<file path="config.mk">
export PLATFORM = sky130hd
export DESIGN_NAME = mul_div_sequencer
export DESIGN_NICKNAME = d
export VERILOG_FILES = /design/src/rtl/mul_div_sequencer.sv
export SDC_FILE = /design/constraint.sdc
export NUM_CORES = 1
export LEC_CHECK = 0
export ABC_AREA = 0
export ABC_CLOCK_PERIOD_IN_PS = 3450
export BUFFER_PORTS_ARGS = -buffer_cell sky130_fd_sc_hd__buf_2
export CAP_MARGIN = 15
export CELL_PAD_IN_SITES_DETAIL_PLACEMENT = 2
export CELL_PAD_IN_SITES_GLOBAL_PLACEMENT = 2
export CORE_ASPECT_RATIO = 0.8
export CORE_MARGIN = 3
export CORE_UTILIZATION = 34
export CTS_CLUSTER_DIAMETER = 60
export DETAILED_ROUTE_END_ITERATION = 10
export PLACE_DENSITY = 0.81
export SLEW_MARGIN = 25
export SYNTH_ARGS = -nofsm -noshare
export SYNTH_HDL_FRONTEND = slang
export SYNTH_SLANG_ARGS = --single-unit
</file>
<file path="constraint.sdc">
create_clock -name clk -period 3.45 [get_ports clk]
set_clock_uncertainty 0.05 [all_clocks]
set_input_delay 0.5175 -clock clk [delete_from_list [all_inputs] [get_ports clk]]
set_output_delay 0.5175 -clock clk [all_outputs]
set_load 0.1 [all_outputs]
</file>
<file path="src/rtl/mul_div_sequencer.sv">
// mul_div_sequencer: multi-cycle MIPS-style HI/LO multiply/divide unit.
// Optional feature: define MULDIV_DIV_EN to build in divide support
// (ops 10 div, 11 divu). Without it those ops are ignored at start.
//
// Handshake: start is sampled only while the unit is idle (busy low); the
// accepting edge latches op/A/B and raises busy for exactly 34 cycles
// (PREP 1, RUN 32, FIX 1). The edge leaving FIX updates hi/lo, drops busy
// and raises done for a single cycle. There is no queuing: start while busy
// is dropped. Direct HI/LO loads (writeHi/writeLo) only act while idle and
// lose to a start accepted in the same cycle.
module mul_div_sequencer (
  input  logic        clk,
  input  logic        reset,
  input  logic        start,
  input  logic [1:0]  op,
  input  logic [31:0] A,
  input  logic [31:0] B,
  input  logic        writeHi,
  input  logic        writeLo,
  input  logic [31:0] writeData,
  output logic        busy,
  output logic        done,
  output logic [31:0] hi,
  output logic [31:0] lo,
  output logic [1:0]  dbg_state
);

  typedef enum logic [1:0] {
    IDLE = 2'd0,
    PREP = 2'd1,
    RUN  = 2'd2,
    FIX  = 2'd3
  } state_t;

  state_t      state_q;
  logic        busy_q;
  logic        done_q;
  logic [31:0] hi_q;
  logic [31:0] lo_q;
  logic [31:0] a_q;
  logic [31:0] b_q;
  logic        uns_q;
  logic        neg_q;
  logic [31:0] op2_q;
  logic [63:0] acc_q;
  logic [4:0]  cnt_q;
`ifdef MULDIV_DIV_EN
  logic        div_q;
  logic        rneg_q;
  logic [32:0] rem33;
`endif

  logic        accept;
  logic [31:0] a_mag;
  logic [31:0] b_mag;
  logic [31:0] op2_d;
  logic [63:0] acc_init;
  logic [63:0] acc_d;
  logic [32:0] sum33;
  logic [63:0] prod;
  logic [31:0] fix_hi;
  logic [31:0] fix_lo;

  // Start is only taken when idle; divide ops are refused when divide is not built in.
  always_comb begin
    accept = 1'b0;
`ifdef MULDIV_DIV_EN
    if (state_q == IDLE && start) accept = 1'b1;
`else
    if (state_q == IDLE && start && !op[1]) accept = 1'b1;
`endif
  end

  // Operand magnitudes and accumulator seed for the first RUN step.
  always_comb begin
    a_mag    = (!uns_q && a_q[31]) ? (32'd0 - a_q) : a_q;
    b_mag    = (!uns_q && b_q[31]) ? (32'd0 - b_q) : b_q;
    op2_d    = a_mag;
    acc_init = {32'd0, b_mag};
`ifdef MULDIV_DIV_EN
    if (div_q) begin
      op2_d    = b_mag;
      acc_init = {32'd0, a_mag};
    end
`endif
  end

  // One shift-add (multiply) or restoring shift-subtract (divide) step.
  always_comb begin
    sum33 = {1'b0, acc_q[63:32]} + {1'b0, op2_q};
    if (acc_q[0]) acc_d = {sum33, acc_q[31:1]};
    else          acc_d = {1'b0, acc_q[63:1]};
`ifdef MULDIV_DIV_EN
    rem33 = acc_q[63:31];
    if (div_q) begin
      if (rem33 >= {1'b0, op2_q}) acc_d = {rem33[31:0] - op2_q, acc_q[30:0], 1'b1};
      else                        acc_d = {acc_q[62:0], 1'b0};
    end
`endif
  end

  // Sign correction and special cases applied to the final accumulator.
  always_comb begin
    prod   = neg_q ? (64'd0 - acc_q) : acc_q;
    fix_hi = prod[63:32];
    fix_lo = prod[31:0];
`ifdef MULDIV_DIV_EN
    if (div_q) begin
      if (b_q == 32'd0) begin
        fix_hi = a_q;
        fix_lo = 32'hFFFF_FFFF;
      end else begin
        fix_lo = neg_q  ? (32'd0 - acc_q[31:0])  : acc_q[31:0];
        fix_hi = rneg_q ? (32'd0 - acc_q[63:32]) : acc_q[63:32];
      end
    end
`endif
  end

  // Sequencer FSM with registered busy/done and the HI/LO architectural registers.
  always_ff @(posedge clk) begin
    if (reset) begin
      state_q <= IDLE;
      busy_q  <= 1'b0;
      done_q  <= 1'b0;
      hi_q    <= 32'd0;
      lo_q    <= 32'd0;
      a_q     <= 32'd0;
      b_q     <= 32'd0;
      uns_q   <= 1'b0;
      neg_q   <= 1'b0;
      op2_q   <= 32'd0;
      acc_q   <= 64'd0;
      cnt_q   <= 5'd0;
`ifdef MULDIV_DIV_EN
      div_q   <= 1'b0;
      rneg_q  <= 1'b0;
`endif
    end else begin
      done_q <= 1'b0;
      case (state_q)
        IDLE: begin
          if (accept) begin
            a_q     <= A;
            b_q     <= B;
            uns_q   <= op[0];
`ifdef MULDIV_DIV_EN
            div_q   <= op[1];
`endif
            busy_q  <= 1'b1;
            state_q <= PREP;
          end else begin
            if (writeHi) hi_q <= writeData;
            if (writeLo) lo_q <= writeData;
          end
        end
        PREP: begin
          op2_q   <= op2_d;
          acc_q   <= acc_init;
          neg_q   <= !uns_q && (a_q[31] ^ b_q[31]);
`ifdef MULDIV_DIV_EN
          rneg_q  <= !uns_q && a_q[31];
`endif
          cnt_q   <= 5'd0;
          state_q <= RUN;
        end
        RUN: begin
          acc_q <= acc_d;
          cnt_q <= cnt_q + 5'd1;
          if (cnt_q == 5'd31) state_q <= FIX;
        end
        FIX: begin
          hi_q    <= fix_hi;
          lo_q    <= fix_lo;
          busy_q  <= 1'b0;
          done_q  <= 1'b1;
          state_q <= IDLE;
        end
        default: state_q <= IDLE;
      endcase
    end
  end

  assign busy      = busy_q;
  assign done      = done_q;
  assign hi        = hi_q;
  assign lo        = lo_q;
  assign dbg_state = state_q;

endmodule
</file>
Word-level counts from Yosys, hierarchy flattened
Index checks and enable logic that the tools add are counted.
- flip-flop bits (word level): 235
- output and inout port bits: 68
- bits of input ports: 103
- word-level logic and storage cells: 61
- reductions and logical operators: 15
- bitwise logic cells: 1
- $add $sub $neg: 5
- multiplexer cells: 19
- equality and inequality tests: 9
- operator list (operator ; number):
    32-bit 2-to-1 mux ; 6
    64-bit 2-to-1 mux ; 2
    32-bit one-hot mux with 2 select lines ; 2
    64-bit one-hot mux with 2 select lines ; 1
    1-bit by 32-bit subtractor with 32-bit output (first input constant) ; 2
    1-bit by 64-bit subtractor with 64-bit output (first input constant) ; 1
    32-bit by 32-bit adder with 33-bit output ; 1
    2-bit != test (second input constant) ; 5
    5-bit one-hot mux with 2 select lines ; 1
    2-bit one-hot mux with 4 select lines ; 1
    2-bit AND reduction ; 3
    3-bit AND reduction ; 2
    5-bit by 1-bit adder with 5-bit output (second input constant) ; 1
    5-bit == test (second input constant) ; 1
    1-bit logical AND ; 5
    2-bit == test (second input constant) ; 2
    2-bit 2-to-1 mux ; 2
    2-bit nonzero test ; 2
    1-bit 2-to-1 mux ; 3
    2-bit by 1-bit == test with 1-bit output (second input constant) ; 1
    1-bit zero test ; 2
    2-bit zero test ; 1
    1-bit one-hot mux with 2 select lines ; 1
    1-bit XOR ; 1

Logic depth before layout (Yosys ltp)
Gate-level depths: netlist of the first run.
- depth after elaboration: 6
- mapped depth: 11
- mapped depth without buffers: 11

Least setup slack after synthesis of the first run
No wires, ideal clock.
- kind: reg-to-reg
- start: register state_q[1] (netlist: dbg_state[1])
- end: register acc_q[55]
- period minus slack after synthesis: 3215 ps
- setup time: 79 ps
- path slack: 235 ps
- arrival time: 3086 ps
- cell stages (with the launch flop): 9
- required time: 3321 ps
- buffers on the path: 2
- path through: dfxtp_1 -> inv_1 -> ha_1 -> clkbuf_1 -> nand2_1 -> or3_1 -> buf_1 -> or4b_2 -> o211ai_1
- word-level cells in the longest chain between the ends: 2
- elaborated cells between the ends (all ways): 4
- classes of those cells: 2 x eq/ne; 1 x mux; 1 x reduce/logical
- ends and longest elaborated chain (what ; line ; RTL):
    start: declaration ; 35 ; state_t state_q;
    start signal: assignment ; 123 ; state_q <= IDLE;
    start signal: assignment ; 151 ; state_q <= PREP;
    start signal: assignment ; 165 ; state_q <= RUN;
    2-bit == test or 2-bit by 1-bit == test with 1-bit output (tied branches) ; 141 ; case (state_q)
    64-bit one-hot mux with 2 select lines or 2-bit nonzero test (tied branches) ; -- ;
    end signal: assignment ; 159 ; acc_q <= acc_init;
    end: declaration ; 45 ; logic [63:0] acc_q;
Parallel ways exist; a longest one is shown, timed or not.
A chain may end at the register's enable or synchronous reset.

Worst setup path after layout of the first run
- start: register acc_q[17]
- end: register hi_q[8] (netlist: hi[8])
- word-level cells in the longest chain between the ends: 3
- ends and longest elaborated chain (what ; line ; RTL):
    1-bit by 64-bit subtractor with 64-bit output ; 104 ; prod = neg_q ? (64'd0 - acc_q) : acc_q;
    64-bit 2-to-1 mux ; 104 ;
    32-bit one-hot mux with 2 select lines ; 141 ;
    end signal: assignment ; 153 ; if (writeHi) hi_q <= writeData;
    end signal: assignment ; 173 ; hi_q <= fix_hi;
    end: declaration ; 38 ; logic [31:0] hi_q;
Every way passes these cells.

==> results.ini, run 1 <==
[outcome]
status=finished clean

[placement]
dp_cells=2352
gp_congestion=0.871
numPortBuffers=170
post-dp-hpwl_mm=40.4

[route]
wl_per_cell_um=23.4
antenna_left=0
drt-total-wl_mm=56.5
drt_first_pass_iters=5
dr.first_iter.drc_count=967
viasPerCell=5.82
routed-via-count=14031
drcViolationCount=0

[logic_synthesis]
synth_edf_count=0
muxShareOfSynthArea_pct=2.57
ys_top_cells_by_area=dfxtp_1 (35%), a21oi_1 (7.6%), nand2_1 (6.7%), xor2_1 (6.2%), nor2_1 (5.6%)
synth-seq-cells=235
synthCells=1713
netlist-cell-type-count=69
synth_nets=1859
ys_seq_area_share_pct=35.2
synthSimpleGateAreaFrac_pct=20.7
syn_area_per_cell_um2=7.81
yosysWarnings=0
synthFlopType=dfxtp_1
synth_top_area_share_pct=35.2
yosys-top-cells-count=nand2_1 (237), dfxtp_1 (235), a21oi_1 (203)
synthAdderAreaFrac_pct=4.08
ys_async_sr_fraction_pct=0
synth_compound_area_share_pct=25.0
synth_area_um2=13400
synth_top_family_by_area=compound AO/OA/AOI/OAI gates
synth_most_common_cell=nand2_1
yosysTopAreaCell=dfxtp_1
synthXorXnorAreaFrac_pct=8.51

[power_and_ir_drop]
p_comb_share_pct=53.3
p_switching_mw=8.28
powerDensity_nw_per_um2=986
swShare_pct=52.2
p_clk_share_pct=21.7
p_leak_nw=6.49
power.total_mw=15.9
power_frac_seq_pct=25.0
p_int_mw=7.59
ir_worst_vdd_mv=0.466

[setup_path]
cp_cell_sequence=or4_4 -> or4_4 -> or4_4 -> or2_4 -> nand2_1 -> xor2_1 -> a2111oi_0 -> a21o_1
endpoint_kind=flop
worst-path-buf-inv=0
crit_family=simple AND/OR/NAND/NOR gates
cpMostUsedCell=or4_4
path_class=flop to flop
cp.required_ns=3.92
start_kind=flop
cpMaxStageDelayCell=a2111oi_0
max_stage_delay_ns=0.63
crit_path_max_fanout=6
arrival_ns=3.79
reg2reg_slack_ns=0.13

[clock_tree]
cts_buffers=30
insertion_delay_ns=0.57
clock_path_buffers=3
root_buffer=clkbuf_16
path_clk_slew_ns=0.06
htree_levels=1
cts_sinks=235
postCtsHoldBufs=0
cts_tree=done

[cells_and_area]
drive_gt1_share_pct=17.0
n_antenna_cell=0
final_cells=2409
nNetsFinal=2003
utilization_pct=41.8
fillers=4385
syn2layout_area_growth_pct=20.3

[floorplan]
ios=171
start_util_pct=34.7
coreArea_um2=38500
rows=64
dieHeight_um=183
dieArea_um2=41800
fp.dieW_um=228

[timing]
worstMarginPinSlew_ns=0.947
maxSlewHeadroom_pct=36.7
fmax_mhz=301
setup_viol=0
rsz0062_at_grt=true
finalCritPeriodShare_pct=96.4
hold_slack_ns=0.129
hold_viol=0
drv_slew=0
min_period_ns=3.32

[grt]
track_usage_pct=26.1
grt_max_degree=84
overflow=0
grt_pass1_wl_mm=87.6
antenna_found_initial=1
grt_pass1_vias=14965

[min_path]
min_path_type=primary input to flop

[flow_run]
max_cap_violations=0

routing by layer:
layer | up-vias | part of all wire, % | GRT usage, %
li1 | 6441 | - | -
met1 | 7042 | 46 | 36.1
met2 | 432 | 45 | 42.2
met3 | 114 | 6.0 | 4.13
met4 | 2 | 2.7 | 7.24
met5 | - | 0.019 | 0
final timing paths:
path,from,end,depth (start not counted)
max,acc_q[17]$_SDFFE_PP0P_,hi[8]$_SDFFE_PP0P_,8
min,B[2],b_q[2]$_SDFFE_PP0P_,3
min reg2reg,hi[23]$_SDFFE_PP0P_,hi[23]$_SDFFE_PP0P_,1
max reg2reg,acc_q[17]$_SDFFE_PP0P_,hi[8]$_SDFFE_PP0P_,8
cell families (layout without fill, tap and decap cells):
kind of cell | Yosys count | count (layout)
DFF | 235 | 235
muxes | 34 | 34
AOI/OAI and AO/OA | 525 | 525
buffers and inverters | 139 | 307
adders and majority gates | 43 | 43
and+or+nand+nor | 607 | 607
xor gates and xnor gates | 130 | 130
registers in the layout, indices dropped and copies added, names as in the netlist:
name and count:
op2_q 32, acc_q 64, lo 32, hi 32, dbg_state 2, neg_q 1, b_q 32, done 1
cnt_q 5, uns_q 1, a_q 32, busy 1
worst min-delay path: cells and delay by family:
family | cells | cell delay, ns
compound gates | 1 | 0.05
simple gates | 1 | 0.04
buf+inv | 1 | 0.10
area by class of cell:
class                   instances  area, um2  area share [%]
inverters                      22       82.6           0.513
multi-input cells            1339       8200            51.0
repair buffers                229       1350            8.39
well taps                     528        661            4.11
clock inverters                16        205            1.28
clock buffers                  40        880            5.47
flip-flops and latches        235       4710            29.3
cell usage in the layout (no fill, tap or decap), types with 10 or more instances in the layout:
cell type,n
nand3_1,15
buf_2,169
clkbuf_16,31
o41ai_1,13
nor2_1,197
o31ai_1,31
nand4_1,10
or4_1,18
xnor2_1,36
a21oi_1,203
o22ai_1,13
nor4_1,14
a211oi_1,70
or3_1,19
a31oi_1,14
inv_1,21
nand2b_1,14
mux2i_1,31
nor3_1,19
o21ai_0,74
nand2_1,236
dfxtp_1,234
xor2_1,94
buf_4,55
a21o_1,22
ha_1,39
a22oi_1,14
stage by stage:
stage / area [um2] / setup TNS (ns) / setup slack [ns]
3_3_place_gp: 15000 / 0 / 0.180
4_1_cts: 16100 / 0 / 0.0112
3_5_place_dp: 15000 / 0 / 0.0524
6_report: 16100 / 0 / 0.126
5_1_grt: 16100 / -0.0213 / -0.0213
2_1_floorplan: 13400 / 0 / 0.235
power by group through the flow:
stage / clock network, mW / logic, mW / registers, mW
floorplan: 0 / 3.84 / 5.99
global route: 3.61 / 8.98 / 4.04
global placement: 0 / 7.81 / 3.95
detailed placement: 0 / 8.11 / 4.00
finish: 3.44 / 8.45 / 3.97
CTS: 3.50 / 8.36 / 3.95
repair_timing:
item | CTS | global route
pin swaps | 0 | 0
setup buffers | 1 | 0
setup endpoints to repair | 4 | 9
resized for setup | 2 | 4
(Power assumes the default switching activity.)
==> run 2: changes to the inputs <==
- PLACE_DENSITY: 0.81 -> default
- PLACE_DENSITY_LB_ADDON: default -> 0.25
==> run 2 against run 1 <==
Compared with the run above: critical path depth up 2; register-to-register slack better by 0.02 ns; final cell count about the same; first-iteration DRC count down 2.1%; non-clock buffer count up 2; combinational power down 2%; via count down 3.6%; critical path type unchanged; critical endpoint is now hi[14]$_SDFFE_PP0P_; largest power group unchanged.
==> results.ini, run 2 (synthesized netlist as in run 1, its figures left out) <==
[outcome]
status=finished clean

[clock_tree]
cts_buffers=30  ; unchanged
root_buffer=clkbuf_16
cts_sinks=235  ; unchanged
postCtsHoldBufs=0  ; unchanged
path_clk_slew_ns=0.06  ; about the same
htree_levels=1  ; unchanged
cts_tree=done
cts_setup_buffers=0  ; -1
insertion_delay_ns=0.57  ; about the same
clock_path_buffers=3  ; unchanged

[power_and_ir_drop]
p_comb_share_pct=52.9  ; -0.4 points
ir_worst_vdd_mv=0.420  ; -9.8%
powerDensity_nw_per_um2=972  ; -1.5%
p_switching_mw=8.07  ; -2.5%
power.total_mw=15.6  ; -1.6%
p_int_mw=7.54  ; -0.54%
p_clk_share_pct=21.7  ; about the same
power_frac_seq_pct=25.5  ; +0.5 points
p_leak_nw=6.48  ; -0.19%
swShare_pct=51.7  ; -0.50 points

[setup_path]
endpoint_kind=flop
r2r_cells=10  ; +2
arrival_ns=3.77  ; -0.02 ns
r2r-end=hi[14]$_SDFFE_PP0P_
crit_family=simple AND/OR/NAND/NOR gates
worst-path-buf-inv=2  ; +2
reg2reg_slack_ns=0.15  ; +0.02 ns
start_kind=flop
crit_path_max_fanout=6  ; unchanged
cp.required_ns=3.92  ; about the same
cp_cell_sequence=or4_4 -> or4_4 -> nor4_4 -> buf_4 -> nand4_1 -> buf_4 -> nand2_1 -> xor2_1 -> a2111oi_0 -> a21o_1
max_stage_delay_ns=0.64  ; about the same
regToRegStartpoint=acc_q[17]$_SDFFE_PP0P_
cpMaxStageDelayCell=a2111oi_0
path_class=flop to flop

[floorplan]
dieArea_um2=41800  ; unchanged
fp.dieW_um=228  ; unchanged
dieHeight_um=183  ; unchanged
rows=64  ; unchanged
coreArea_um2=38500  ; unchanged
start_util_pct=34.7  ; unchanged
ios=171  ; unchanged

[timing]
fmax_mhz=303  ; +0.60%
worstMarginPinSlew_ns=0.971  ; +0.0239 ns
fin_tns_setup_ns=0  ; unchanged
drv_slew=0  ; unchanged
maxSlewHeadroom_pct=35.1  ; -1.6 points
setup_viol=0  ; unchanged
hold_viol=0  ; unchanged
hold_slack_ns=0.136  ; +0.00714 ns
finalCritPeriodShare_pct=95.8  ; -0.58 points
min_period_ns=3.30  ; -0.0200 ns

[min_path]
whs_path_depth=3  ; unchanged
hold_end=a_q[23]$_SDFFE_PP0P_
min_from=A[23]
min_path_type=primary input to flop

[cells_and_area]
largest_reg_flops=64  ; unchanged
final_cells=2411  ; +0.083%
nNetsFinal=2005  ; +0.10%
drive_gt1_share_pct=16.9  ; -0.018 points
top_register=acc_q
syn2layout_area_growth_pct=20.1
n_antenna_cell=0  ; unchanged
layout_common_cells=nand2_1 (236), dfxtp_1 (234), a21oi_1 (203)
layout_commonest_cell=nand2_1
multi_input_area_um2=8220  ; +0.24%
seq_area_um2=4710  ; unchanged
fillers=4381  ; -0.091%

[placement]
numPortBuffers=170  ; unchanged
gp_congestion=0.858  ; -1.5%
dp_cells=2355  ; +0.13%
post-dp-hpwl_mm=39.7  ; -1.7%

[route]
wl_per_cell_um=22.2  ; -5.1%
drcViolationCount=0  ; unchanged
drt-total-wl_mm=53.6  ; -5.0%
viasPerCell=5.61  ; -3.7%
routed-via-count=13520  ; -3.6%
antenna_left=0  ; unchanged
drt_first_pass_iters=5  ; unchanged
dr.first_iter.drc_count=947  ; -2.1%

[grt]
grt.busiest_layer=met2
grt_pass1_vias=14218  ; -5.0%
grt_pass1_wl_mm=84.1  ; -4.0%
gr-usage-met1_pct=36.9  ; +0.82 points
overflow=0  ; unchanged
track_usage_pct=25.1  ; -1.0 points
grtUsageMet2_pct=39.2  ; -3.0 points
grt_max_degree=98  ; +17%
met3_usage_pct=3.14  ; -0.99 points
antenna_found_initial=0  ; -1

[flow_run]
max_cap_violations=0  ; unchanged

run 2: worst max-delay path by stage:
stage / from / end / cells past startpoint
finish: acc_q[17]$_SDFFE_PP0P_ / hi[14]$_SDFFE_PP0P_ / 10
global route: acc_q[2]$_SDFFE_PP0P_ / lo[29]$_SDFFE_PP0P_ / 8
CTS: acc_q[17]$_SDFFE_PP0P_ / hi[24]$_SDFFE_PP0P_ / 10
detailed placement: acc_q[17]$_SDFFE_PP0P_ / hi[20]$_SDFFE_PP0P_ / 10
global placement: acc_q[17]$_SDFFE_PP0P_ / hi[24]$_SDFFE_PP0P_ / 10
floorplan: dbg_state[1]$_SDFFE_PP0P_ / acc_q[55]$_SDFFE_PP0P_ / 8
run 2: power groups by stage:
stage               Combinational, mW  Sequential, mW  Clock, mW
finish                           8.25            3.98       3.38
CTS                              8.18            3.97       3.44
global route                     8.88            4.05       3.55
floorplan                        3.84            5.99          0
global placement                 7.87            3.99          0
detailed placement               8.10            4.01          0
run 2: per-layer routing:
metal  up-vias  share of wire, %  routed length, um
li1       6455                 -                  -
met1      6732                51              27400
met2       268                43              23000
met3        65               3.9               2110
met4         0               2.1               1150
met5         -                 0                  0
run 2: stage by stage:
stage | setup slack (ns) | utilization [%] | area, um2
floorplan | 0.235 | - | 13400
global placement | 0.0948 | 38.8 | 14900
detailed placement | 0.131 | 38.8 | 14900
CTS | 0.122 | 41.6 | 16000
global route | -0.00865 | 41.7 | 16100
finish | 0.146 | 41.7 | 16100
run 2: timing repair:
| item | CTS | global route |
|---|---|---|
| pin swaps | 0 | 0 |
| gates resized for setup | 1 | 8 |
| endpoints found under the setup margin | 4 | 8 |
run 2: final cells by class:
class | count | area share (%)
repair buffers | 231 | 8.26
clock inverters | 11 | 0.927
clock buffers | 45 | 5.72
well taps | 528 | 4.11
inverters | 22 | 0.514
multi-input cells | 1339 | 51.2
flip-flops and latches | 235 | 29.3
run 2: tightest hold or removal path, delay by kind of cell:
family	cells	cell delay (ns)
and+or+nand+nor	1	0.05
AOI/OAI and AO/OA	1	0.05
buffers and inverters	1	0.10
